[src/rtl/product_accumulator.sv]
// -----------------------------------------------------------------------------
// product_accumulator
//
// Sums each group of VEC_LEN signed 16-bit products into a saturating signed
// accumulator. Each finished sum goes into a one-entry output buffer together
// with a sticky overflow flag. The next vector can accumulate while the
// previous result waits for the consumer.
//
// Ports
//   clk          rising-edge clock
//   rst_n        asynchronous active-low reset
//   clr          synchronous clear of the in-progress vector (buffer untouched)
//   in_valid     in_product is valid
//   in_ready     a product can be accepted this cycle
//   in_product   signed 16-bit product from the multiplier
//   out_valid    out_sum / out_overflow hold a result
//   out_ready    consumer takes the result this cycle
//   out_sum      signed saturated vector sum, ACC_W bits
//   out_overflow saturation happened at least once in that vector
// -----------------------------------------------------------------------------
module product_accumulator #(
    parameter int VEC_LEN = 8,
    parameter int ACC_W   = 24
) (
    input  logic                    clk,
    input  logic                    rst_n,
    input  logic                    clr,
    input  logic                    in_valid,
    output logic                    in_ready,
    input  logic signed [15:0]      in_product,
    output logic                    out_valid,
    input  logic                    out_ready,
    output logic signed [ACC_W-1:0] out_sum,
    output logic                    out_overflow
);

    localparam int CNT_W = (VEC_LEN > 1) ? $clog2(VEC_LEN) : 1;

    // Saturating add. Bit ACC_W of the result is the saturation flag, the
    // lower ACC_W bits are the clamped sum. Both operands are sign-extended
    // to ACC_W+1 bits, so the true sum always fits; it is out of range
    // exactly when its two top bits disagree, and the top bit then tells
    // which rail was crossed.
    function automatic logic [ACC_W:0] sat_add(
        input logic [ACC_W-1:0] acc,
        input logic [15:0]      prod
    );
        logic [ACC_W:0] ext;
        logic [ACC_W:0] res;
        ext = {acc[ACC_W-1], acc} + {{(ACC_W-15){prod[15]}}, prod};
        if (ext[ACC_W] != ext[ACC_W-1]) begin
            if (ext[ACC_W]) begin
                res = {1'b1, 1'b1, {(ACC_W-1){1'b0}}};
            end else begin
                res = {1'b1, 1'b0, {(ACC_W-1){1'b1}}};
            end
        end else begin
            res = {1'b0, ext[ACC_W-1:0]};
        end
        return res;
    endfunction

    logic [ACC_W-1:0] r_acc;
    logic             r_ovf;
    logic [CNT_W-1:0] r_cnt;
    logic             r_out_valid;
    logic [ACC_W-1:0] r_out_sum;
    logic             r_out_ovf;

    logic             w_last;
    logic             w_accept;
    logic             w_pop;
    logic [ACC_W:0]   w_add;
    logic [ACC_W-1:0] w_sum;
    logic             w_sat;

    // Handshake decode and the saturating adder.
    always_comb begin
        w_last   = (r_cnt == CNT_W'(VEC_LEN - 1));
        // Only the final product needs buffer space, so only it can stall.
        in_ready = !(w_last && r_out_valid && !out_ready);
        w_accept = in_valid && in_ready && !clr;
        w_pop    = r_out_valid && out_ready;
        w_add    = sat_add(r_acc, in_product);
        w_sum    = w_add[ACC_W-1:0];
        w_sat    = w_add[ACC_W];
    end

    // Accumulator, sticky overflow and product counter for the current vector.
    always_ff @(posedge clk or negedge rst_n) begin
        if (!rst_n) begin
            r_acc <= {ACC_W{1'b0}};
            r_ovf <= 1'b0;
            r_cnt <= {CNT_W{1'b0}};
        end else if (clr) begin
            r_acc <= {ACC_W{1'b0}};
            r_ovf <= 1'b0;
            r_cnt <= {CNT_W{1'b0}};
        end else if (w_accept) begin
            if (w_last) begin
                r_acc <= {ACC_W{1'b0}};
                r_ovf <= 1'b0;
                r_cnt <= {CNT_W{1'b0}};
            end else begin
                r_acc <= w_sum;
                r_ovf <= r_ovf | w_sat;
                r_cnt <= r_cnt + CNT_W'(1);
            end
        end else begin
            r_acc <= r_acc;
            r_ovf <= r_ovf;
            r_cnt <= r_cnt;
        end
    end

    // One-entry output buffer; a final accept refills it even while popping.
    always_ff @(posedge clk or negedge rst_n) begin
        if (!rst_n) begin
            r_out_valid <= 1'b0;
            r_out_sum   <= {ACC_W{1'b0}};
            r_out_ovf   <= 1'b0;
        end else if (w_accept && w_last) begin
            r_out_valid <= 1'b1;
            r_out_sum   <= w_sum;
            r_out_ovf   <= r_ovf | w_sat;
        end else if (w_pop) begin
            r_out_valid <= 1'b0;
            r_out_sum   <= r_out_sum;
            r_out_ovf   <= r_out_ovf;
        end else begin
            r_out_valid <= r_out_valid;
            r_out_sum   <= r_out_sum;
            r_out_ovf   <= r_out_ovf;
        end
    end

    assign out_valid    = r_out_valid;
    assign out_sum      = r_out_sum;
    assign out_overflow = r_out_ovf;

endmodule
[config.mk]
export PLATFORM = sky130hd
export DESIGN_NAME = product_accumulator
export DESIGN_NICKNAME = d
export VERILOG_FILES = /design/src/rtl/product_accumulator.sv
export SDC_FILE = /design/constraint.sdc
export NUM_CORES = 1
export LEC_CHECK = 0
export CAP_MARGIN = 15
export CORE_UTILIZATION = 55
export DETAILED_ROUTE_END_ITERATION = 16
export GPL_TIMING_DRIVEN = 0
export PLACE_DENSITY_LB_ADDON = 0.1
export SLEW_MARGIN = 20
export SYNTH_ARGS = -nofsm -noshare
export SYNTH_HDL_FRONTEND = slang
export SYNTH_SLANG_ARGS = --single-unit
[constraint.sdc]
create_clock -name clk -period 3.9 [get_ports clk]
set_input_delay 0.39 -clock clk [delete_from_list [all_inputs] [get_ports clk]]
set_output_delay 0.39 -clock clk [all_outputs]
set_load 0.01 [all_outputs]
### Yosys cells after proc, flatten, opt, wreduce, memory -nomap -nowiden

Cells that the tools add are included.

* word-level logic and storage cells: 35
* output and inout port bits: 27
* bits in registers: 54
* input port bits: 21

* $add $sub $neg: 2
* reductions and logical operators: 11
* equal/unequal tests: 2
* multiplexer cells: 13
* bitwise gates (word level): 1

Operator list (count)
* 2-to-1 mux 24 bit: 4
* adder 24 x 16 -> 25 bit: 1
* 2-to-1 mux 25 bit: 1
* 2-to-1 mux 3 bit: 3
* logical AND 1 bit: 6
* 2-to-1 mux 1 bit: 5
* nonzero test 2 bit: 2
* adder 3 x 1 -> 3 bit, second input constant: 1
* equality test 3 bit, second input constant: 1
* zero test 1 bit: 3
* != test 1 bit: 1
* bitwise OR 1 bit: 1

### Logic depth before layout (Yosys ltp)

Gate-level depths: netlist of the first run.

* depth in word-level cells: 8
* mapped depth: 12
* gate-level depth less buffers: 11

### Least setup slack after synthesis of the first run

OpenSTA, ideal clock, no wires.

* kind: in2reg
* start: input in_product[0]
* end: register r_out_sum[13] (netlist: out_sum[13])
* path buffers: 1
* required time: 3823 ps
* arrival time: 2693 ps
* library setup time: 77 ps
* stages on the path: 12
* path slack: 1129 ps
* path through: ha_1 inv_1 fa_1 nand2b_1 a21o_1 a32oi_1 a211o_1 a211oi_2 o41ai_4 buf_2 a21oi_2 a21oi_1

* cells in the longest elaborated chain, start to end: 3
* elaborated cells on any way between the ends: 4
* those cells by class: add/sub (1); eq/ne (1); mux (2)

RTL lines
* start, declared: RTL line 30 `input logic signed [15:0] in_product,`
* adder 24 x 16 -> 25 bit *: RTL line 50 `ext = {acc[ACC_W-1], acc} + {{(ACC_W-15){prod[15]}}, prod};`
* 2-to-1 mux 24 bit or != test 1 bit (tied branches): RTL line 52, 51
* 2-to-1 mux 25 bit *: RTL line 51 `if (ext[ACC_W] != ext[ACC_W-1]) begin`
* end signal, assigned: RTL line 120 `r_out_sum <= {ACC_W{1'b0}};`
* end signal, assigned: RTL line 124 `r_out_sum <= w_sum;`
* end signal, assigned: RTL line 128 `r_out_sum <= r_out_sum;`
* end, declared: RTL line 67 `logic [ACC_W-1:0] r_out_sum;`

Mark *: on every way between the ends. The rest lies on a longest branch, timed or not.
A chain may end at the register's enable or synchronous reset.

### Final worst setup path of the first run

* start: input in_product[0]
* end: register r_out_sum[17] (netlist: out_sum[17])

The elaborated chain is that of the path after synthesis.

==> run metrics, run 1 <==
outcome finished clean; wire length per cell between 15 and 20 um; Comb power frac 0.580; GP Congestion 0.921; initial antenna violation count 0; EDFF count, synth 0; hpwl dp 5.99 mm; std cell rows 28; cts hold-fix bufs 0; Vias between 3k and 4k; total CTS buffers 5; Core ar. 6030 sq um; required time worst endpoint 4.13 ns; die height 81.5 um; # fillers around 520; layout cells sized above 1 0.0748; routed wire length 8.02 mm; Antenna Nets Post-Route 0; Hold Crit Class in -> async; sw frac 0.445; GRT overflow 0; max cap viols 0; CP Capture Type register; cell count after synthesis between 300 and 400; Max VDD drop 0.360 mV; register area share after synthesis 0.389; crit path kind in -> reg; CTS tree done; fin crit period 3.41 ns; ant diodes 0; Die Wd 81.5 um; FMAX 293 MHz; Design Power 2630 uW; RR Startpoint r_acc[0]; top_reg_cell synth dfrtp_1; Mapped Avg Cell Area 9.01 sq um; Yosys reg bits 54; residual DRC count 0; Seq pwr share 0.277; DR vias/cell just under 6; switching power 1170 uW; Max Buffers Root-to-Sink 2; R2R setup slack 0.68 ns; synth unique cells 48; final setup fails 0; Least-Margin Pin Slew 0.822 ns; final instance area 4150 sq um; Finished Layout Cells 516; synthesized cell area 3480 sq um; fin crit share 0.875; Clock Tree Root clkbuf_8; final net count 488; initial core utilization 0.577; post-place instance area 4040 sq um; Yosys warnings 0; Setup Buffers After CTS 0; largest net degree at the start of global routing 55; leakage power 0.00191 uW; CTS resizes 0; Pwr per Cell Area approximately 630 nW/um^2; Final Hold Fails 0; Final Core Density 0.688; internal power 1460 uW; dpl cells 508; worst r2r dst out_sum[17]; 1st-iter DRT viols ~180; first-pass GRT wire length around 14 mm; 1st-pass router iterations 5; Clock Pin Slew Worst Setup and Hold Paths 0.10 ns; die area 6640 sq um; Worst Skew 0.00611 ns; Crit path arrival time roughly 3.6 ns; Max FO, Critical Path 10; Syn-to-layout area delta 19.3%; reg2reg path depth 12; port bufs 47; setup TNS 0 ns; vias in the first global route 3,006; syn nets roughly 430; max_slew headroom 0.452; Clock Latency Late Sink 0.30 ns; unrepaired setup endpoints after global routing false; Ports 48; clock share of power 0.143; gr usage total 0.269; CTS sink cnt 54; share of synthesized flip-flops with an asynchronous set or reset 1.00; Max Slew Vio Count 0; H-tree Lvls 2; Setup crit start kind input pin
[routing by layer]
layer | GRT usage | wire length [um]
met1 | 0.363 | 3800
met2 | 0.457 | 3850
met3 | 0.0344 | 289
met4 | 0.0607 | 80
met5 | 0 | 0
[layout by cell type, fill, tap and decap left out, types with 4 or more instances in the layout]
cell              n
clkdlybuf4s50_1  46
o21ai_0          10
a21oi_2           7
xnor2_1          10
nand2b_1          4
a21oi_1          56
o21a_1            5
dfrtp_1          54
mux2_2            4
clkbuf_8          5
buf_2             4
a22o_1            5
o21ai_1          25
nand3_1           6
ha_1             26
clkbuf_1         10
inv_1            12
o21bai_1          4
nand2_1          46
o211ai_1          6
a21o_1            9
nor2_1           29
xor2_1            9
a31oi_1           6
[power by group through the flow]
stage / Clock [uW] / Combinational, uW / Sequential [uW]
6_report: 376 / 1530 / 730
5_1_grt: 400 / 1710 / 742
4_1_cts: 384 / 1520 / 729
3_5_place_dp: 0 / 1510 / 740
3_3_place_gp: 0 / 1480 / 733
2_1_floorplan: 0 / 1210 / 720
[how the worst max path moves through the flow]
| stage | from | end | slack, ns | depth (start not counted) |
|---|---|---|---|---|
| 6_report | in_product[0] | out_sum[17] | 0.49 | 13 |
| 5_1_grt | in_product[0] | out_sum[13] | 0.31 | 13 |
| 4_1_cts | in_product[0] | out_sum[17] | 0.53 | 13 |
| 3_5_place_dp | in_product[0] | out_sum[17] | 0.21 | 13 |
| 3_3_place_gp | in_product[15] | out_sum[7] | 0.28 | 11 |
| 2_1_floorplan | in_product[0] | out_sum[13] | 1.13 | 12 |
[cells by family (layout without fill, tap and decap cells)]
logic type,after synthesis,count (layout),share of synthesized area
and+or+nand+nor,96,96,0.121
DFF,54,54,0.389
muxes,7,7,0.0216
xor gates and xnor gates,20,20,0.0525
adders and majority gates,27,27,0.0993
buffers and inverters,28,83,0.0338
AOI/OAI and AO/OA,154,154,0.284
[synth_stat cells (2+ instances only)]
cell | n | share of area
dfrtp_1 | 54 | 0.39
xor2_1 | 9 | 0.023
nand3_1 | 6 | 0.0086
a31o_1 | 2 | 0.0050
a211o_1 | 2 | 0.0050
a21oi_2 | 7 | 0.018
nor2_1 | 29 | 0.031
a311oi_1 | 3 | 0.0076
a22o_1 | 5 | 0.013
o21ai_0 | 10 | 0.014
o21bai_1 | 4 | 0.0086
buf_2 | 4 | 0.0058
a21oi_1 | 56 | 0.081
buf_4 | 2 | 0.0043
o211ai_1 | 6 | 0.013
o21a_1 | 5 | 0.011
a31oi_1 | 6 | 0.011
nand2b_1 | 4 | 0.0072
clkbuf_1 | 10 | 0.011
nand2_1 | 46 | 0.050
a211oi_1 | 2 | 0.0043
ha_1 | 26 | 0.094
nand4_1 | 3 | 0.0054
a211oi_2 | 2 | 0.0072
mux2i_1 | 3 | 0.0086
nor3_1 | 2 | 0.0029
xnor2_1 | 10 | 0.025
a21o_1 | 9 | 0.019
a22oi_1 | 2 | 0.0043
inv_1 | 12 | 0.013
mux2_2 | 4 | 0.013
o21ai_1 | 25 | 0.036
[worst max-delay path, cell delays in order]
cell             delay (ns)
clkdlybuf4s50_1        0.47
ha_1                   0.20
inv_1                  0.07
fa_1                   0.38
nand2b_1               0.19
a21o_1                 0.21
a32oi_1                0.38
a211o_1                0.28
a211oi_2               0.12
o41ai_4                0.36
buf_2                  0.36
a21oi_2                0.06
a21oi_1                0.17
[final cells by class]
cell class / instances / area, sq um / area share
Clock buffer: 5 / 68.8 / 0.0166
Timing Repair Buffer: 47 / 468 / 0.113
Tap cell: 75 / 93.8 / 0.0226
Buffer: 16 / 72.6 / 0.0175
Inverter: 12 / 45.0 / 0.0109
Clock inverter: 3 / 40.0 / 0.00965
Sequential cell: 54 / 1350 / 0.326
Multi-Input combinational cell: 304 / 2010 / 0.484
[registers in the layout, indices dropped and copies added (netlist names)]
| name | count |
|---|---|
| out_overflow | 1 |
| out_sum | 24 |
| out_valid | 1 |
| r_acc | 24 |
| r_cnt | 3 |
| r_ovf | 1 |
[stage by stage]
step	hold slack, ns	worst slack (ns)
CTS	0.149	0.526
detailed placement	0.480	0.207
floorplan	0.0944	1.13
global placement	0.473	0.281
global route	0.184	0.313
finish	0.124	0.488
Power figures use the tool's default switching activity.
==> run 2: changes to the inputs <==
- CORE_MARGIN: default -> 5
- CTS_CLUSTER_SIZE: default -> 12
==> run metrics, run 2 (synthesized netlist as in run 1, its figures left out) <==
GRT overflow 0 (unchanged); reg2reg path depth 12 (unchanged); worst r2r dst out_sum[18]; wire length per cell 15.7 um (+0.77%); residual DRC count 0 (unchanged); Core ar. 6240 sq um (+3.6%); required time worst endpoint 4.08 ns (-0.05 ns); 1st-pass router iterations 5 (unchanged); Antenna Nets Post-Route 0 (unchanged); unrepaired setup endpoints after global routing false; Clock Tree Root clkbuf_8; initial core utilization 0.557 (-0.0199); Clock Latency Late Sink 0.31 ns (about the same); std cell rows 29 (+3.6%); die height 89.5 um (+9.8%); Max stage delay on crit path 0.72 ns (+0.25 ns); most frequent cells in the layout a21oi_1 (56), dfrtp_1 (54), nand2_1 (46), clkdlybuf4s50_1 (46), nor2_1 (29); DR vias/cell 5.84 (-0.39%); Ports 48 (unchanged); 1st-iter DRT viols 194 (+10%); crit path kind in -> reg; ant diodes 0 (unchanged); largest net degree at the start of global routing 55 (unchanged); Least-Margin Pin Slew 0.850 ns (+0.0286 ns); max cap viols 0 (unchanged); first-pass GRT wire length 14.1 mm (+1.7%); Setup crit start kind input pin; Hold Crit Class in -> async; Crit path arrival time 3.56 ns (-0.08 ns); CTS resizes 0 (unchanged); port bufs 47 (unchanged); CP Capture Type register; CP Cell Sequence clkdlybuf4s50_1, ha_1, buf_2, and3_1, a31o_1, a211o_1, o211ai_1, o41ai_4, buf_2, a31oi_1, a21oi_1; Syn-to-layout area delta 20.3%; gr usage total 0.222 (-0.0465); Clock Pin Slew Worst Setup and Hold Paths 0.10 ns (about the same); hold slack 0.103 ns (-0.0215 ns); CTS sink cnt 54 (unchanged); R2R setup slack 0.72 ns (+0.04 ns); FMAX 296 MHz (+0.96%); H-tree Lvls 2 (unchanged); Slowest cell on crit path clkdlybuf4s50_1; CP Buf/Inv Count 3 (unchanged); initial antenna violation count 0 (unchanged); final net count 488 (unchanged); fin crit period 3.38 ns (-0.0324 ns); CTS tree done; max_slew headroom 0.433 (-0.0191); Pwr per Cell Area 650 nW/um^2 (+2.5%); CP delay by family, top compound AO/OA/AOI/OAI gates; fin crit share 0.866 (-0.00831); final setup fails 0 (unchanged); Vias 3,025 (unchanged); Worst Skew 0.00904 ns (+0.00293 ns); die area 8010 sq um (+21%); setup TNS 0 ns (unchanged); Setup Buffers After CTS 0 (unchanged); layout cells sized above 1 0.0748 (unchanged); routed wire length 8.11 mm (+1.2%); Max Slew Vio Count 0 (unchanged); vias in the first global route 2,996 (-0.33%); outcome finished clean; total CTS buffers 5 (unchanged); Final Hold Fails 0 (unchanged); Max Buffers Root-to-Sink 2 (unchanged); Die Wd 89.5 um (+9.8%); most frequent cell on the critical path buf_2; hpwl dp 6.07 mm (+1.3%); Final Core Density 0.670 (-0.0179); leakage power 0.00193 uW (+0.71%); GP Congestion 0.906 (-1.7%); RR Startpoint r_acc[0]; Max FO, Critical Path 10 (unchanged); cts hold-fix bufs 0 (unchanged); Max VDD drop 0.331 mV (-8.0%); commonest non-fill, non-tap cell in the layout a21oi_1
run 2: changes by cell type in the layout (fill, tap and decap cells not counted), sizes merged:
cell and change:
bufinv +1, clkbuf +1, clkinv -2
run 2: per-stage QoR:
stage | setup slack, ns | power, uW | std cells | instance area (sq um)
global route | 0.280 | 2950 | 518 | 4180
floorplan | 1.13 | 1930 | 386 | 3480
detailed placement | 0.233 | 2240 | 510 | 4040
global placement | 0.280 | 2210 | 510 | 4040
CTS | 0.557 | 2720 | 518 | 4180
finish | 0.521 | 2720 | 518 | 4180
run 2: routing by layer:
metal / vias up / share of wire / global-route usage / wire length (um)
li1: 1506 / - / - / -
met1: 1430 / 0.47 / 0.310 / 3840
met2: 81 / 0.47 / 0.363 / 3810
met3: 8 / 0.045 / 0.0350 / 367
met4: 0 / 0.012 / 0.0541 / 95
met5: - / 0 / 0 / 0
run 2: worst max path at each step:
| stage | start | slack (ns) | end | cells past startpoint |
|---|---|---|---|---|
| finish | in_product[15] | 0.52 | out_sum[7] | 11 |
| global route | in_product[0] | 0.28 | out_sum[7] | 13 |
| CTS | in_product[0] | 0.56 | out_sum[18] | 13 |
| detailed placement | in_product[15] | 0.23 | out_sum[7] | 11 |
| global placement | in_product[15] | 0.28 | out_sum[7] | 11 |
| floorplan | in_product[0] | 1.13 | out_sum[13] | 12 |
run 2: final cells by class:
class	count	area (sq um)
fill	538	2060
multi-input combinational	304	2010
clock buffer	6	82.6
tap	77	96.3
inverter	12	45.0
timing repair buffer	47	468
buffer	16	72.6
clock inverter	2	60.1
sequential	54	1350
run 2: power by group:
group / switching, uW / leakage, uW / internal [uW] / total, uW
combinational: 924 / 0.00112 / 608 / 1530
clock: 188 / 0.0000714 / 274 / 462
sequential: 63.9 / 0.000737 / 664 / 728
run 2: worst reg2reg max path, cell delays in order (launching register included):
cell      delay [ns]
dfrtp_1         0.36
ha_1            0.19
inv_1           0.07
fa_1            0.37
nand2b_1        0.19
a21o_1          0.21
a32oi_1         0.36
a211o_1         0.28
a211oi_2        0.11
o41ai_4         0.36
buf_2           0.36
a21oi_2         0.08
a21oi_1         0.18
==> run 3: changes to the inputs <==
- CELL_PAD_IN_SITES_DETAIL_PLACEMENT: default -> 1
- CELL_PAD_IN_SITES_GLOBAL_PLACEMENT: default -> 1
- CORE_ASPECT_RATIO: default -> 0.5
- CORE_MARGIN: 5 -> default
- CORE_UTILIZATION: 55 -> 42
==> run metrics, run 3 (synthesized netlist as in run 1, its figures left out) <==
crit path kind in -> reg; largest net degree at the start of global routing 55 (unchanged); Vias 3,081 (+1.9%); Max FO, Critical Path 10 (unchanged); die area 8670 sq um (+8.2%); CTS sink cnt 54 (unchanged); cts hold-fix bufs 0 (unchanged); Worst Skew 0.00796 ns (-0.00108 ns); final net count 488 (unchanged); Hold Crit Class in -> async; layout cells sized above 1 0.0682 (-0.00665); die height 66.3 um (-26%); port bufs 47 (unchanged); Final Hold Fails 0 (unchanged); hpwl dp 7.39 mm (+22%); leakage power 0.00192 uW (-0.39%); Max Buffers Root-to-Sink 2 (unchanged); first-pass GRT wire length 16.2 mm (+15%); 1st-pass router iterations 4 (-1); clock share of power 0.156 (-0.014); routed wire length 9.75 mm (+20%); RR Startpoint r_acc[0]; sw frac 0.457 (+0.0250); Max Slew Vio Count 0 (unchanged); std cell rows 23 (-21%); worst r2r dst out_sum[12]; outcome finished clean; Setup WS pre-CTS 0.0587 ns (-0.174 ns); CP Cell Sequence clkdlybuf4s50_1, ha_1, clkbuf_1, a21oi_1, o21ai_1, a31o_1, a211o_1, o211ai_1, o41ai_4, buf_2, a21oi_1, a21oi_1; most frequent cells in the layout a21oi_1 (56), dfrtp_1 (54), nand2_1 (46), clkdlybuf4s50_1 (46), nor2_1 (29); CTS resizes 0 (unchanged); initial core utilization 0.435 (-0.123); max cap viols 0 (unchanged); critical path capture point out_sum[12]; Comb power frac 0.581 (+0.018); post-place instance area 4090 sq um (+1.1%); Max VDD drop 0.237 mV (-29%); reg2reg path depth 12 (unchanged); Crit path arrival time 3.76 ns (+0.20 ns); unrepaired setup endpoints after global routing false; initial antenna violation count 0 (unchanged); Setup crit start kind input pin; Setup crit start in_product[15]; R2R setup slack 0.51 ns (-0.21 ns); gr usage total 0.247 (+0.0244); Antenna Nets Post-Route 0 (unchanged); CTS tree done; internal power 1510 uW (-2.1%); fin crit period 3.61 ns (+0.234 ns); Core ar. 8000 sq um (+28%); dpl cells 545 (+6.9%); Finished Layout Cells 552 (+6.6%); required time worst endpoint 4.05 ns (-0.03 ns); final setup fails 0 (unchanged); GP Congestion 0.897 (-0.96%); Max stage delay on crit path 0.73 ns (about the same); vias in the first global route 3,239 (+8.1%); max_slew headroom 0.467 (+0.0341); residual DRC count 0 (unchanged); final instance area 4220 sq um (+0.81%); Ports 48 (unchanged); Slowest cell on crit path clkdlybuf4s50_1; 1st-iter DRT viols 79 (-59%); GRT overflow 0 (unchanged); Clock Tree Root clkbuf_16; total CTS buffers 5 (unchanged); Multi-input gate area 2010 sq um (unchanged); worst setup margin 0.287 ns (-0.234 ns); DR vias/cell 5.58 (-4.4%); area occupied by registers 1350 sq um (unchanged); CP Capture Type register; # fillers 970 (+80%); switching power 1270 uW (+8.3%); setup TNS 0 ns (unchanged); H-tree Lvls 2 (unchanged); Clock Latency Late Sink 0.30 ns (about the same); Least-Margin Pin Slew 0.799 ns (-0.0511 ns); fin crit share 0.927 (+0.0600); Pwr per Cell Area 661 nW/um^2 (+1.6%); Seq pwr share 0.262 (-0.006); Syn-to-layout area delta 21.3%; Die Wd 131 um (+46%); FMAX 277 MHz (-6.5%); ant diodes 0 (unchanged); wire length per cell 17.7 um (+13%); most frequent cell on the critical path a21oi_1; Clock Pin Slew Worst Setup and Hold Paths 0.06 ns (-0.04 ns); Setup Buffers After CTS 0 (unchanged); commonest non-fill, non-tap cell in the layout a21oi_1
-- run 3: cell types whose count changed in the layout (fill, tap and decap cells not counted), sizes merged --
cell    before  now
bufinv       2    0
clkbuf      16   17
-- run 3: power groups by stage --
stage | Sequential, uW | Clock, uW | Combinational (uW)
after floorplan | 720 | 0 | 1210
after global placement | 735 | 0 | 1540
after detailed placement | 739 | 0 | 1600
after CTS | 731 | 448 | 1620
after global routing | 742 | 467 | 1800
final | 731 | 436 | 1620
-- run 3: cell type report --
type                            count  share of cell area
Buffer                             16              0.0172
Clock buffer                        7              0.0314
Inverter                           12              0.0107
Multi-Input combinational cell    304               0.476
Sequential cell                    54               0.320
Tap cell                          112              0.0332
Timing Repair Buffer               47               0.111
-- run 3: worst max-delay path, delay by kind of cell --
kind / cells / cell delay [ns]
adder cells (fa/ha/maj): 1 / 0.30
AO/OA/AOI/OAI: 8 / 1.90
buffers and inverters: 3 / 1.17
-- run 3: stage by stage --
step / util / power, uW / hold WS [ns]
global route: 0.527 / 3010 / 0.207
finish: 0.527 / 2790 / 0.130
CTS: 0.527 / 2800 / 0.179
detailed placement: 0.511 / 2340 / 0.485
global placement: 0.511 / 2280 / 0.473
floorplan: - / 1930 / 0.0944
-- run 3: routing by layer --
metal | GRT usage | share of wire | up-vias
met1 | 0.348 | 0.53 | 1524
met4 | 0.0474 | 0.0063 | 0
met3 | 0.0477 | 0.031 | 9
li1 | - | - | 1506
met5 | 0 | 0 | -
met2 | 0.394 | 0.43 | 42
-- run 3: how the worst min path moves through the flow --
stage	endpoint	startpoint	cells after the start	slack [ns]
floorplan	out_overflow	rst_n	0	0.09
global placement	r_acc[8]	r_acc[8]	2	0.47
detailed placement	r_acc[2]	r_acc[2]	2	0.48
CTS	r_acc[11]	rst_n	1	0.18
global route	r_acc[10]	rst_n	1	0.21
finish	out_sum[13]	rst_n	1	0.13
